File: config.mk
export PLATFORM = sky130hd
export DESIGN_NAME = branch_redirect_ctrl_flat
export DESIGN_NICKNAME = d
export VERILOG_FILES = /design/src/rtl/branch_redirect_ctrl_if.sv /design/src/rtl/branch_redirect_ctrl.sv /design/src/flat_wrapper.sv
export SDC_FILE = /design/constraint.sdc
export NUM_CORES = 1
export LEC_CHECK = 0
export ABC_AREA = 1
export BUFFER_PORTS_ARGS = -buffer_cell sky130_fd_sc_hd__buf_4
export CORE_UTILIZATION = 40
export CTS_CLUSTER_SIZE = 10
export DETAILED_ROUTE_END_ITERATION = 10
export PLACE_DENSITY = 0.68
export SYNTH_ARGS = -nofsm -noshare
export SYNTH_HDL_FRONTEND = slang
export SYNTH_SLANG_ARGS = --single-unit
File: constraint.sdc
create_clock -name clk -period 4.3 [get_ports clk]
set_input_delay 0.43 -clock clk [delete_from_list [all_inputs] [get_ports clk]]
set_output_delay 0.43 -clock clk [all_outputs]
set_load 0.03 [all_outputs]
File: src/rtl/branch_redirect_ctrl_if.sv
// Branch/redirect bundle between decode, execute, fetch and the redirect controller.
// master = the environment side driving branches, flags and acks; slave = the controller.
interface branch_redirect_ctrl_if;
    logic        br_valid;
    logic        br_ready;
    logic [63:0] br_pc;
    logic [63:0] br_imm;
    logic [1:0]  br_kind;
    logic        ex_flags_valid;
    logic        ex_zero;
    logic        ex_neg;
    logic        ex_ovf;
    logic        redirect_valid;
    logic [63:0] redirect_pc;
    logic        redirect_ack;
    logic        flush;
    logic        link_we;
    logic [63:0] link_data;

    modport master (
        output br_valid, br_pc, br_imm, br_kind,
        output ex_flags_valid, ex_zero, ex_neg, ex_ovf,
        output redirect_ack,
        input  br_ready, redirect_valid, redirect_pc, flush, link_we, link_data
    );

    modport slave (
        input  br_valid, br_pc, br_imm, br_kind,
        input  ex_flags_valid, ex_zero, ex_neg, ex_ovf,
        input  redirect_ack,
        output br_ready, redirect_valid, redirect_pc, flush, link_we, link_data
    );
endinterface

File: src/rtl/branch_redirect_ctrl.sv
// Branch redirect controller: one outstanding branch, resolves it, redirects fetch, then flushes.
// Define BRANCH_LINK_EN to enable the X30 link writeback for BL (kind 01).
//
// state      | meaning
// IDLE       | ready to accept a branch
// WAIT_FLAGS | conditional branch waiting for resolved flags from execute
// REDIRECT   | offering redirect_pc to fetch until acked
// FLUSH      | squashing younger IF/ID instructions for FLUSH_CYCLES cycles
module branch_redirect_ctrl #(
    parameter int FLUSH_CYCLES = 2
) (
    input logic                   clk,
    input logic                   reset,
    branch_redirect_ctrl_if.slave bus
);

    typedef enum logic [1:0] {IDLE, WAIT_FLAGS, REDIRECT, FLUSH} state_t;

    state_t      state;
    state_t      state_nxt;
    logic [63:0] target_q;
    logic        cond_lt_q;
    logic [2:0]  flush_cnt;
    logic        accept;
    logic        taken;

    assign accept = bus.br_valid && (state == IDLE);
    // cond_lt_q selects B.LT (neg ^ ovf) over CBZ (zero) for the stored conditional
    assign taken  = cond_lt_q ? (bus.ex_neg ^ bus.ex_ovf) : bus.ex_zero;

    always_ff @(posedge clk) begin
        if (reset) state <= IDLE;
        else       state <= state_nxt;
    end

    always_comb begin
        state_nxt          = state;
        bus.br_ready       = 1'b0;
        bus.redirect_valid = 1'b0;
        bus.flush          = 1'b0;
        case (state)
            IDLE: begin
                bus.br_ready = 1'b1;
                if (accept) state_nxt = bus.br_kind[1] ? WAIT_FLAGS : REDIRECT;
            end
            WAIT_FLAGS: begin
                if (bus.ex_flags_valid) state_nxt = taken ? REDIRECT : IDLE;
            end
            REDIRECT: begin
                bus.redirect_valid = 1'b1;
                if (bus.redirect_ack) state_nxt = FLUSH;
            end
            FLUSH: begin
                bus.flush = 1'b1;
                if (flush_cnt == 3'd0) state_nxt = IDLE;
            end
            default: state_nxt = IDLE;
        endcase
    end

    // flush_cnt counts down the remaining flush cycles; terminal count 0 ends FLUSH
    always_ff @(posedge clk) begin
        if (reset) begin
            target_q  <= '0;
            cond_lt_q <= 1'b0;
            flush_cnt <= '0;
        end else begin
            if (accept) begin
                target_q  <= bus.br_pc + bus.br_imm;
                cond_lt_q <= bus.br_kind[0];
            end
            if (state == REDIRECT && bus.redirect_ack)
                flush_cnt <= 3'(FLUSH_CYCLES - 1);
            else if (state == FLUSH && flush_cnt != 3'd0)
                flush_cnt <= flush_cnt - 3'd1;
        end
    end

    assign bus.redirect_pc = target_q;

`ifdef BRANCH_LINK_EN
    logic        link_we_q;
    logic [63:0] link_data_q;

    always_ff @(posedge clk) begin
        if (reset) begin
            link_we_q   <= 1'b0;
            link_data_q <= '0;
        end else begin
            link_we_q <= accept && (bus.br_kind == 2'b01);
            if (accept && (bus.br_kind == 2'b01))
                link_data_q <= bus.br_pc + 64'd4;
        end
    end

    assign bus.link_we   = link_we_q;
    assign bus.link_data = link_data_q;
`else
    assign bus.link_we   = 1'b0;
    assign bus.link_data = '0;
`endif

endmodule

File: src/flat_wrapper.sv
// flat-port wrapper written by rule: the top's interface ports become plain ports
module branch_redirect_ctrl_flat 
#(
    parameter int FLUSH_CYCLES = 2
)
  (clk, reset, bus_br_valid, bus_br_pc, bus_br_imm, bus_br_kind, bus_ex_flags_valid, bus_ex_zero, bus_ex_neg, bus_ex_ovf, bus_redirect_ack, bus_br_ready, bus_redirect_valid, bus_redirect_pc, bus_flush, bus_link_we, bus_link_data);
  branch_redirect_ctrl_if bus_i ();
  input logic clk;
  input logic reset;
  input wire logic [$bits(bus_i.br_valid)-1:0] bus_br_valid;
  input wire logic [$bits(bus_i.br_pc)-1:0] bus_br_pc;
  input wire logic [$bits(bus_i.br_imm)-1:0] bus_br_imm;
  input wire logic [$bits(bus_i.br_kind)-1:0] bus_br_kind;
  input wire logic [$bits(bus_i.ex_flags_valid)-1:0] bus_ex_flags_valid;
  input wire logic [$bits(bus_i.ex_zero)-1:0] bus_ex_zero;
  input wire logic [$bits(bus_i.ex_neg)-1:0] bus_ex_neg;
  input wire logic [$bits(bus_i.ex_ovf)-1:0] bus_ex_ovf;
  input wire logic [$bits(bus_i.redirect_ack)-1:0] bus_redirect_ack;
  output wire logic [$bits(bus_i.br_ready)-1:0] bus_br_ready;
  output wire logic [$bits(bus_i.redirect_valid)-1:0] bus_redirect_valid;
  output wire logic [$bits(bus_i.redirect_pc)-1:0] bus_redirect_pc;
  output wire logic [$bits(bus_i.flush)-1:0] bus_flush;
  output wire logic [$bits(bus_i.link_we)-1:0] bus_link_we;
  output wire logic [$bits(bus_i.link_data)-1:0] bus_link_data;
  assign bus_i.br_valid = bus_br_valid;
  assign bus_i.br_pc = bus_br_pc;
  assign bus_i.br_imm = bus_br_imm;
  assign bus_i.br_kind = bus_br_kind;
  assign bus_i.ex_flags_valid = bus_ex_flags_valid;
  assign bus_i.ex_zero = bus_ex_zero;
  assign bus_i.ex_neg = bus_ex_neg;
  assign bus_i.ex_ovf = bus_ex_ovf;
  assign bus_i.redirect_ack = bus_redirect_ack;
  assign bus_br_ready = bus_i.br_ready;
  assign bus_redirect_valid = bus_i.redirect_valid;
  assign bus_redirect_pc = bus_i.redirect_pc;
  assign bus_flush = bus_i.flush;
  assign bus_link_we = bus_i.link_we;
  assign bus_link_data = bus_i.link_data;
  branch_redirect_ctrl #(.FLUSH_CYCLES(FLUSH_CYCLES)) u_core (.clk(clk), .reset(reset), .bus(bus_i));
endmodule
# Word level (Yosys, flattened, before mapping)
# Cells that the tools add are included.
# totals
reg_bits	70
inputBits	138
output_inout_bits	132
# classes
addsub	2
eq_ne	7
n_bitwise	1
reduce_logical	9
muxes	13
# ops
cell	count
$add A64 B64 Y64	1
$mux W2	6
$pmux W2 S4	1
$mux W1	6
$eq A2 B2 Y1 const B	2
$ne A2 B1 Y1 const B	2
$ne A2 B2 Y1 const B	2
$reduce_and A4 Y1	1
$logic_and A1 B1 Y1	3
$logic_not A3 Y1	1
$reduce_bool A3 Y1	1
$sub A3 B1 Y3 const B	1
$eq A2 B1 Y1 const B	1
$logic_not A2 Y1	1
$reduce_bool A2 Y1	1
$reduce_or A2 Y1	1
$xor A1 B1 Y1	1

# Logic depth before layout (Yosys ltp)
# Gate-level depths: netlist of the first run.
# depth
depth_word	5
depth_mapped	17
ltp_nobuf	17

# Least setup slack after synthesis of the first run
# No wires, ideal clock.
# synth_path
kind	input-to-reg
start	input port bus_br_imm[0]
end	register u_core.target_q[32] (netlist: u_core.bus.redirect_pc[32])
cell_stages	16
t_arrival_ns	2.010
setup_time_ns	0.109
setup_slack_ns	2.181
n_path_buf	0
path_cell_list	ha_1 -> fa_1 -> nand3_1 -> nand3_1 -> nand2_1 -> nand2_2 -> nand2_1 -> nand2_2 -> nand2_1 -> inv_2 -> nor2_1 -> nor2_1 -> nor2_1 -> nand2_1 -> nand2_1 -> inv_1
# synth_between
elab_chain_cells	1
# synth_lines
item	line_no	source
from (decl)	flat_wrapper.sv:12	input wire logic [$bits(bus_i.br_imm)-1:0] bus_br_imm;
$add A64 B64 Y64	branch_redirect_ctrl.sv:69	target_q <= bus.br_pc + bus.br_imm;
to (signal assigned)	branch_redirect_ctrl.sv:69	
to (decl)	branch_redirect_ctrl.sv:21	logic [63:0] target_q;
# No other way between the ends.
# A chain may end at the register's enable or synchronous reset.

# Worst setup path in the final report of the first run
# layout_path
start	register u_core.state[0]
end	register u_core.cond_lt_q
# layout_between
elab_chain_cells	2
# layout_lines
item	line_no	source
from (decl)	branch_redirect_ctrl.sv:19	state_t state;
from (signal assigned)	branch_redirect_ctrl.sv:33	else state <= state_nxt;
$logic_not A2 Y1	branch_redirect_ctrl.sv:27	assign accept = bus.br_valid && (state == IDLE);
$logic_and A1 B1 Y1	branch_redirect_ctrl.sv:27	
to (signal assigned)	branch_redirect_ctrl.sv:70	cond_lt_q <= bus.br_kind[0];
to (decl)	branch_redirect_ctrl.sv:22	logic cond_lt_q;
# No other way between the ends.

==> summary.txt, run 1 <==
Post-DP HPWL - 28800 µm
Critical hold path startpoint - bus_redirect_ack
CP Launch Point - u_core.state[0]
Synth area leader - nand2_1
Hold depth - 3
Nets - 2133
Register-to-register setup slack - 1.84 ns
Ranking of synthesized cells by area - nand2_1 24%, dfxtp_1 15%, inv_1 15%, nor2_1 8.9%, ha_1 8.8%
Largest net degree at the start of global routing - 63
Post-synth top area share - 23.9%
Yosys cell types - 35
Crit path DAT - 2.65 ns
Global-route wire length before repair - 51600 µm
Via density per instance - 4.63
Busiest grt layer - met2
Initial Utilization - 40.8%
Post-synthesis sequential area ratio - 15.1%
Core area - 0.0227 mm²
Fin Setup TNS - 0 ns
Pwr Density - 383 mW/mm²
Final period util - 57.2%
Die Width - 154 µm
Hold_buf cts - 0
Initial antenna violation count - 0
Critical path, cell by cell - nor2_1, inv_1, nor2_4, inv_1, o21ai_0, a21oi_1
Worst Hold Path EP - u_core.flush_cnt[0]
Diodes inserted - 0
Mapped Area - 0.00927 mm²
DIE AREA - 0.0238 mm²
Top-level port count - 270
Clk pin slew, worst setup/hold paths - 0.06 ns
Root buf cell - clkbuf_16
GR met3 Demand/Resource - 6.00%
Post-synth EDFFs - 0
CP Capture Type - flip-flop
Reg-to-Reg Start - u_core.state[0]
Die Y - 154 µm
Worst skew pair latency - 0.35 ns
Cell row count - 55
CP Class - reg -> reg
Vias - 10300
LEAKAGE - 7.08 nW
Data required time of the worst path - 4.49 ns
Period minus WS final - 2.46 ns
Cell count after synthesis - 1733
Cts bufs inserted - 9
Synth Flop Type - dfxtp_1
Synth Register Bits - 70
CTS resizes - 0
GPL Wtd Cong - 0.978
GRT Residual Overflow - 0
Register Area - 0.00140 mm²
Largest vdd supply drop - 0.288 mV
Final Hold Viols - 0
YS warnings - 0
RSZ-0062 raised after global routing - no
Drt total wl - 33700 µm
Post-route core utilization - 49.2%
HP Class - in -> reg
GR Util met2 - 43.3%
Worst slew pin tran - 1.05 ns
Post-route ant nets - 0
FMAX - 407 MHz
Syn_area_per_cell - 5.35 µm²
Crit path largest cell delay - 0.69 ns
Worst setup SP type - flip-flop
R2r endpoint - u_core.cond_lt_q
Area delta synth->final - 20.6%
Clock sink total - 70
Met1 Usage GRT - 41.3%
Final setup vio count - 0
Multi-input gate area - 0.00604 mm²
Max Buffers Root-to-Sink - 2
Synth top cells by count - 589 x nand2_1, 364 x inv_1, 219 x nor2_1
Max-slew headroom - 30.2%
Drt pass-1 iters - 5
Most frequent cell on the critical path - inv_1
Vias in the first global route - 9428
Port bufs - 204
Share of layout cells above drive strength 1 - 17.5%
Setup Fix Bufs, Post-CTS - 0
Skew final - 0.0123 ns
Fin Hold WS - 0.382 ns
Crit path max fanout - 31
Most common cell in the synthesized netlist - nand2_1
Status - finished, final reports clean
H-tree lvl count - 3
Max_cap viols - 0
Initial DRC count - 598
Slew Limit Fails - 0
Total track usage - 28.7%
Post-Layout Inst Area - 0.0112 mm²
Slowest-stage cell, CP - inv_1
Fraction of registers with async set/reset - 0%
DRC - 0
DP Area - 0.0108 mm²
FILL cells - 2523
Worst reg-to-reg path cell count - 6
Drt wl/cell - 15.2 µm
CTS tree - built
cell usage in the layout (no fill, tap or decap), types with 9 or more instances in the layout:
cell type / Yosys / routed
nor2_1: 219 / 219
nor2_2: 29 / 29
xor2_1: 28 / 28
ha_1: 65 / 65
o21ai_1: 14 / 14
buf_4: 66 / 206
o21ai_0: 28 / 28
dfxtp_1: 70 / 70
clkbuf_16: 0 / 9
nor3_1: 10 / 10
a21oi_1: 43 / 43
nand2_1: 589 / 589
nand2_2: 37 / 37
nand4_1: 11 / 11
inv_1: 364 / 364
nand3_2: 9 / 9
inv_2: 25 / 25
nand3_1: 63 / 63
conb_1: 1 / 65
critical path, delay by kind of cell, from the launching register on:
kind / cells / cell delay [ns]
compound gates: 2 / 0.42
simple gates: 2 / 0.72
buf+inv: 2 / 0.80
flops: 1 / 0.34
report_power, final:
part / switching (mW) / total [mW] / internal, mW / leakage, nW
Sequential: 0.137 / 0.991 / 0.854 / 0.579
Combinational: 1.60 / 2.38 / 0.779 / 6.33
Clock: 0.341 / 0.912 / 0.571 / 0.166
Total: 2.08 / 4.28 / 2.20 / 7.08
kinds of logic after synthesis:
| logic type | Yosys count | synth area share (%) |
|---|---|---|
| compound gates | 96 | 5.47 |
| xor+xnor | 34 | 3.21 |
| fa+ha+maj | 66 | 8.99 |
| buf+inv | 482 | 22.3 |
| flops | 70 | 15.1 |
| other cells | 1 | 0.0405 |
| simple gates | 984 | 44.9 |
metrics by stage:
step                      std cells  setup WS, ns  power, mW
after detailed placement       2203          1.75       3.37
after floorplan                1797          2.18       2.58
after CTS                      2219          1.82       4.29
after global routing           2219          1.54       4.58
final                          2219          1.84       4.28
after global placement         2203          1.74       3.36
cell type report:
type                            count  share of cell area [%]
Clock inverter                      7                    1.07
Tap cell                          285                    3.19
Clock buffer                        9                    2.01
Inverter                          397                    13.3
Timing Repair Buffer              206                    13.8
Multi-Input combinational cell   1245                    54.0
Sequential cell                    70                    12.5
routing by layer:
metal / routed length (µm) / up-vias
met5: 0 / -
met4: 655 / 0
met3: 2700 / 46
met2: 13800 / 347
met1: 16500 / 4521
li1: - / 5370
sequential cells by signal, summed over array words and instances, names as in the netlist:
signal	count
u_core.bus.redirect_pc	64
u_core.flush_cnt	3
u_core.state	2
u_core.cond_lt_q	1
worst max path at each step:
stage                            endpoint  slack, ns  depth (start not counted)
2_1_floorplan  u_core.bus.redirect_pc[32]       2.18                         16
3_3_place_gp   u_core.bus.redirect_pc[23]       1.74                         14
3_5_place_dp   u_core.bus.redirect_pc[24]       1.75                         13
4_1_cts                  u_core.cond_lt_q       1.82                          6
5_1_grt                  u_core.cond_lt_q       1.54                          6
6_report                 u_core.cond_lt_q       1.84                          6
(Power assumes the default switching activity.)
==> run 2: changes to the inputs <==
- ABC_AREA: 1 -> 0
- PLACE_DENSITY: 0.68 -> 0.75
- clock period: 4.3 -> 2 ns (I/O delays scaled with it)
==> summary.txt, run 2 <==
Status - complete, but fails checks
Failing checks - negative setup slack
Non-filler instance count after layout - 1484
Worst slew pin tran - 0.610 ns
Synth top cells by count - 136 x nand2_1, 103 x a21oi_1, 70 x dfxtp_1
Fraction of registers with async set/reset - 0%
Cell row count - 46
Share of layout cells above drive strength 1 - 42.4%
Final WS setup - -0.799 ns
Vias in the first global route - 7430
Port bufs - 204
Flip-flop count of the largest register after layout - 64
Core area - 0.0160 mm²
Synth area leader - dfxtp_1
Most common cell in the synthesized netlist - nand2_1
Synth Flop Type - dfxtp_1
Via density per instance - 5.21
Crit path largest cell delay - 0.41 ns
FILL cells - 1293
Hold depth - 3
Drt wl/cell - 15.2 µm
Top-level port count - 270
Largest vdd supply drop - 0.475 mV
Max Buffers Root-to-Sink - 2
CTS tree - built
Slew Limit Fails - 0
Most frequent cells in the layout - 397 x buf_4, 132 x nand2_1, 86 x a21oi_1, 70 x dfxtp_1, 65 x conb_1
Pre-CTS setup slack - -1.32 ns
Skew final - 0.00659 ns
Ranking of synthesized cells by area - dfxtp_1 21%, ha_1 12%, a21oi_1 7.8%, nand2_1 7.8%, buf_4 7.4%
Cell count after synthesis - 876
Clk pin slew, worst setup/hold paths - 0.06 ns
Data required time of the worst path - 2.23 ns
GPL Wtd Cong - 0.912
Most common cell after layout, fill and taps aside - buf_4
Diodes inserted - 0
Area delta synth->final - 63.0%
Post-route ant nets - 0
DIE AREA - 0.0170 mm²
Syn_area_per_cell - 7.52 µm²
Register-to-register setup slack - 0.16 ns
Max-slew headroom - 59.0%
Mapped Area - 0.00658 mm²
Clock sink total - 70
CP Class - in -> reg
Placed cell count - 1442
Critical path, cell by cell - buf_8, ha_4, fa_2, a211o_1, a21oi_2, a211o_4, a31oi_4, a211oi_4, o41ai_4, a2111o_1, a311oi_2, xor2_1, o21ai_1
YS warnings - 0
Worst reg-to-reg path cell count - 6
Final period util - 140%
Yosys cell types - 69
H-tree lvl count - 3
Drt pass-1 iters - 4
Nets - 1467
LEAKAGE - 5.19 nW
Final Hold Viols - 0
Worst setup SP type - input port
Crit path DAT - 3.03 ns
Crit path max fanout - 3
Total track usage - 25.9%
HP Class - in -> reg
DRC - 0
Post-DP HPWL - 17100 µm
Global-route wire length before repair - 34700 µm
Slowest-stage cell, CP - a2111o_1
Synth Register Bits - 70
Post-synth top area share - 21.3%
Initial Utilization - 41.1%
Root buf cell - clkbuf_16
Initial antenna violation count - 0
Largest net degree at the start of global routing - 31
Worst Hold Path EP - u_core.cond_lt_q
Die Y - 130 µm
Vias - 7734
Die Width - 130 µm
Pwr Density - 706 mW/mm²
Period minus WS final - 2.80 ns
Max_cap viols - 0
FMAX - 357 MHz
Drt total wl - 22600 µm
Post-synthesis sequential area ratio - 21.3%
Worst skew pair latency - 0.35 ns
Initial DRC count - 414
Final setup vio count - 45
Reg-to-Reg Start - u_core.state[1]
Critical hold path startpoint - bus_br_kind[0]
Cts bufs inserted - 9
CP Capture Type - flip-flop
Post-synth EDFFs - 0
R2r endpoint - u_core.bus.redirect_pc[53]
GRT Residual Overflow - 0
Fin Hold WS - 0.155 ns
RSZ-0062 raised after global routing - yes
[run 2: repair_timing]
action | CTS | global route
setup buffers | 22 | 12
resized for setup | 79 | 34
hold endpoints to repair | 0 | 0
cloned | 0 | 0
setup endpoints to repair | 45 | 49
pin swaps | 67 | 47
hold buffers | 0 | 0
[run 2: power by group]
group	switching, mW	internal, mW
logic	2.14	1.76
registers	0.138	1.61
clock network	0.637	1.29
total	2.92	4.66
[run 2: final cells by class]
type | instances | area (µm²) | share of cell area [%]
tap | 216 | 270 | 2.52
inverter | 13 | 48.8 | 0.455
sequential | 70 | 1400 | 13.1
multi-input combinational | 746 | 5380 | 50.2
clock inverter | 3 | 90.1 | 0.840
timing repair buffer | 423 | 3280 | 30.5
clock buffer | 13 | 260 | 2.43
[run 2: worst max-delay path, delay by kind of cell]
kind,cells,cell delay (ns)
AOI/OAI and AO/OA,9,2.03
adders and majority gates,2,0.54
xor gates and xnor gates,1,0.18
buffers and inverters,1,0.10
[run 2: kinds of logic after synthesis]
| logic type | share of synthesized area (%) |
|---|---|
| adder cells (fa/ha/maj) | 12.7 |
| AO/OA/AOI/OAI | 28.5 |
| AND/OR/NAND/NOR | 18.8 |
| flip-flops | 21.3 |
| XOR/XNOR | 7.32 |
| other | 0.0570 |
| multiplexers | 0.608 |
| buffers and inverters | 10.8 |
[run 2: metal layers]
metal / GRT usage [%] / wire, µm
met1: 29.8 / 9040
met2: 46.9 / 11400
met3: 4.51 / 1490
met4: 10.8 / 679
met5: 0 / 0
[run 2: worst max path at each step]
| stage | to | cells past startpoint | slack, ns | startpoint |
|---|---|---|---|---|
| detailed placement | u_core.bus.redirect_pc[58] | 13 | -1.32 | bus_br_imm[0] |
| finish | u_core.bus.redirect_pc[58] | 13 | -0.80 | bus_br_imm[0] |
| global route | u_core.bus.redirect_pc[58] | 13 | -0.92 | bus_br_imm[0] |
| global placement | u_core.bus.redirect_pc[58] | 13 | -1.27 | bus_br_imm[0] |
| CTS | u_core.bus.redirect_pc[58] | 13 | -0.77 | bus_br_imm[0] |
| floorplan | u_core.bus.redirect_pc[58] | 12 | -1.01 | bus_br_imm[0] |
[run 2: through the flow]
stage	setup TNS (ns)	total power [mW]	util, %	instance area [µm²]
floorplan	-16.53	3.93	-	7050
global placement	-37.32	5.24	60.0	9610
detailed placement	-39.55	5.28	60.0	9610
CTS	-20.28	7.45	65.8	10500
global route	-26.94	7.97	67.1	10700
finish	-22.33	7.58	67.1	10700
==> run 3: changes to the inputs <==
- PLACE_DENSITY: 0.75 -> 0.72
- clock period: 2 -> 3.05 ns (I/O delays scaled with it)
==> summary.txt, run 3 (synthesis gave the netlist of run 2 again) <==
Reg-to-Reg Start - u_core.state[0]
CTS tree - built
Worst slew pin tran - 0.580 ns
Clk pin slew, worst setup/hold paths - 0.06 ns
Final Hold Viols - 0
Via density per instance - 5.13
Vias - 6857
Internal Pwr Total - 2.54 mW
Nets - 1320
Post-Route M1 WL - 8990 µm
Post-DP HPWL - 15500 µm
Die Width - 130 µm
Flip-flop count of the largest register after layout - 64
Most common cell after layout, fill and taps aside - buf_4
Data required time of the worst path - 3.28 ns
Slew Limit Fails - 0
CP Launch Point - bus_br_imm[0]
Max Buffers Root-to-Sink - 2
Drt pass-1 iters - 5
Non-filler instance count after layout - 1337
Max_cap viols - 0
Critical path, cell by cell - buf_6, ha_4, fa_2, a211o_1, a21oi_4, a211o_1, a31oi_4, a211oi_4, o41ai_4, a2111o_1, a311oi_2, xor2_1, o21ai_1
Placed cell count - 1320
Max-slew headroom - 61.3%
Final period util - 96.2%
Crit path largest cell delay - 0.41 ns
FMAX - 341 MHz
Global-route wire length before repair - 29700 µm
Psw - 1.74 mW
Diodes inserted - 0
Total track usage - 22.1%
Crit path DAT - 3.16 ns
Register Area - 0.00140 mm²
Port bufs - 204
Comb pwr share - 48.6%
Worst setup SP type - input port
Cts bufs inserted - 9
Die Y - 130 µm
CP Capture Type - flip-flop
CP Class - in -> reg
Largest vdd supply drop - 0.306 mV
Core area - 0.0160 mm²
Critical hold path startpoint - bus_br_kind[0]
Final setup vio count - 0
Area delta synth->final - 34.7%
Slowest-stage cell, CP - a2111o_1
FILL cells - 1521
Fin Hold WS - 0.216 ns
Root buf cell - clkbuf_16
Initial Utilization - 41.1%
Skew final - 0.00520 ns
Period minus WS final - 2.93 ns
Sequential group share of total power - 26.8%
Clock power frac - 24.6%
LEAKAGE - 4.30 nW
Multi-input gate area - 0.00478 mm²
Post-route core utilization - 55.4%
GPL Wtd Cong - 0.917
Share of layout cells above drive strength 1 - 27.8%
Vias in the first global route - 6207
H-tree lvl count - 3
DIE AREA - 0.0170 mm²
HP Class - in -> reg
Post-route ant nets - 0
Most frequent cell on the critical path - a211o_1
Pwr Density - 482 mW/mm²
RSZ-0062 raised after global routing - yes
Met3 wire len - 1040 µm
Top-level port count - 270
Clock sink total - 70
Worst Path Buf+Inv - 1
Fin Setup TNS - 0 ns
Most frequent cells in the layout - 274 x buf_4, 135 x nand2_1, 103 x a21oi_1, 70 x dfxtp_1, 65 x conb_1
Largest net degree at the start of global routing - 53
Pre-CTS setup slack - -0.399 ns
Worst skew pair latency - 0.34 ns
Drt wl/cell - 14.3 µm
Family with the most delay on the worst path - compound AO/OA/AOI/OAI gates
Initial antenna violation count - 0
Crit path max fanout - 4
Sw Ratio - 40.7%
GRT Residual Overflow - 0
Highest routed layer - met4
Drt total wl - 19200 µm
Status - finished, final reports clean
WL met2 - 8920 µm
Initial DRC count - 355
Final WS setup - 0.115 ns
Cell row count - 46
DRC - 0
run 3: cell types whose count changed in the layout (fill, tap and decap cells not counted), sizes merged:
cell | before | now
clkbuf | 13 | 10
bufinv | 3 | 1
clkinv | 0 | 5
buf | 423 | 276
run 3: final cells by class:
class / instances / share of cell area [%]
clock inverter: 6 / 0.705
clock buffer: 10 / 2.58
sequential: 70 / 15.8
timing repair buffer: 276 / 23.4
multi-input combinational: 746 / 53.9
inverter: 13 / 0.550
tap: 216 / 3.05
run 3: worst register-to-register path, delay by kind of cell (launching register included):
family / cells / cell delay, ns
DFF: 1 / 0.40
and+or+nand+nor: 5 / 1.45
buffers and inverters: 1 / 0.31
AOI/OAI and AO/OA: 1 / 0.06
run 3: power by group through the flow:
stage	Combinational [mW]	Clock, mW	Sequential [mW]
after detailed placement	2.06	0	1.16
after floorplan	1.14	0	1.39
after global placement	2.05	0	1.16
after CTS	2.07	1.07	1.14
final	2.08	1.05	1.14
after global routing	2.26	1.10	1.16
run 3: per-stage QoR:
step           instance area, µm²  power (mW)
2_1_floorplan                6850        2.53
3_3_place_gp                 8520        3.21
3_5_place_dp                 8520        3.22
4_1_cts                      8830        4.28
5_1_grt                      8870        4.52
6_report                     8870        4.28
run 3: metal layers:
metal	global-route usage, %	vias up
met3	2.42	14
li1	-	3481
met2	37.2	232
met1	29.6	3130
met4	6.70	0
met5	0	-
run 3: worst paths after layout:
check                           slack (ns)  depth (start not counted)                          to
worst min register to register        0.45                          2  u_core.bus.redirect_pc[46]
worst min-delay path                  0.22                          3            u_core.cond_lt_q
worst max register to register        0.77                          7  u_core.bus.redirect_pc[62]
worst max-delay path                  0.12                         13  u_core.bus.redirect_pc[58]
run 3: what timing repair did:
action                                 CTS  global route
setup buffers                            1             0
pin swaps                                1             5
endpoints found under the hold margin    0             0
hold buffers                             0             0
resized for setup                        1             7
setup endpoints to repair                2            13
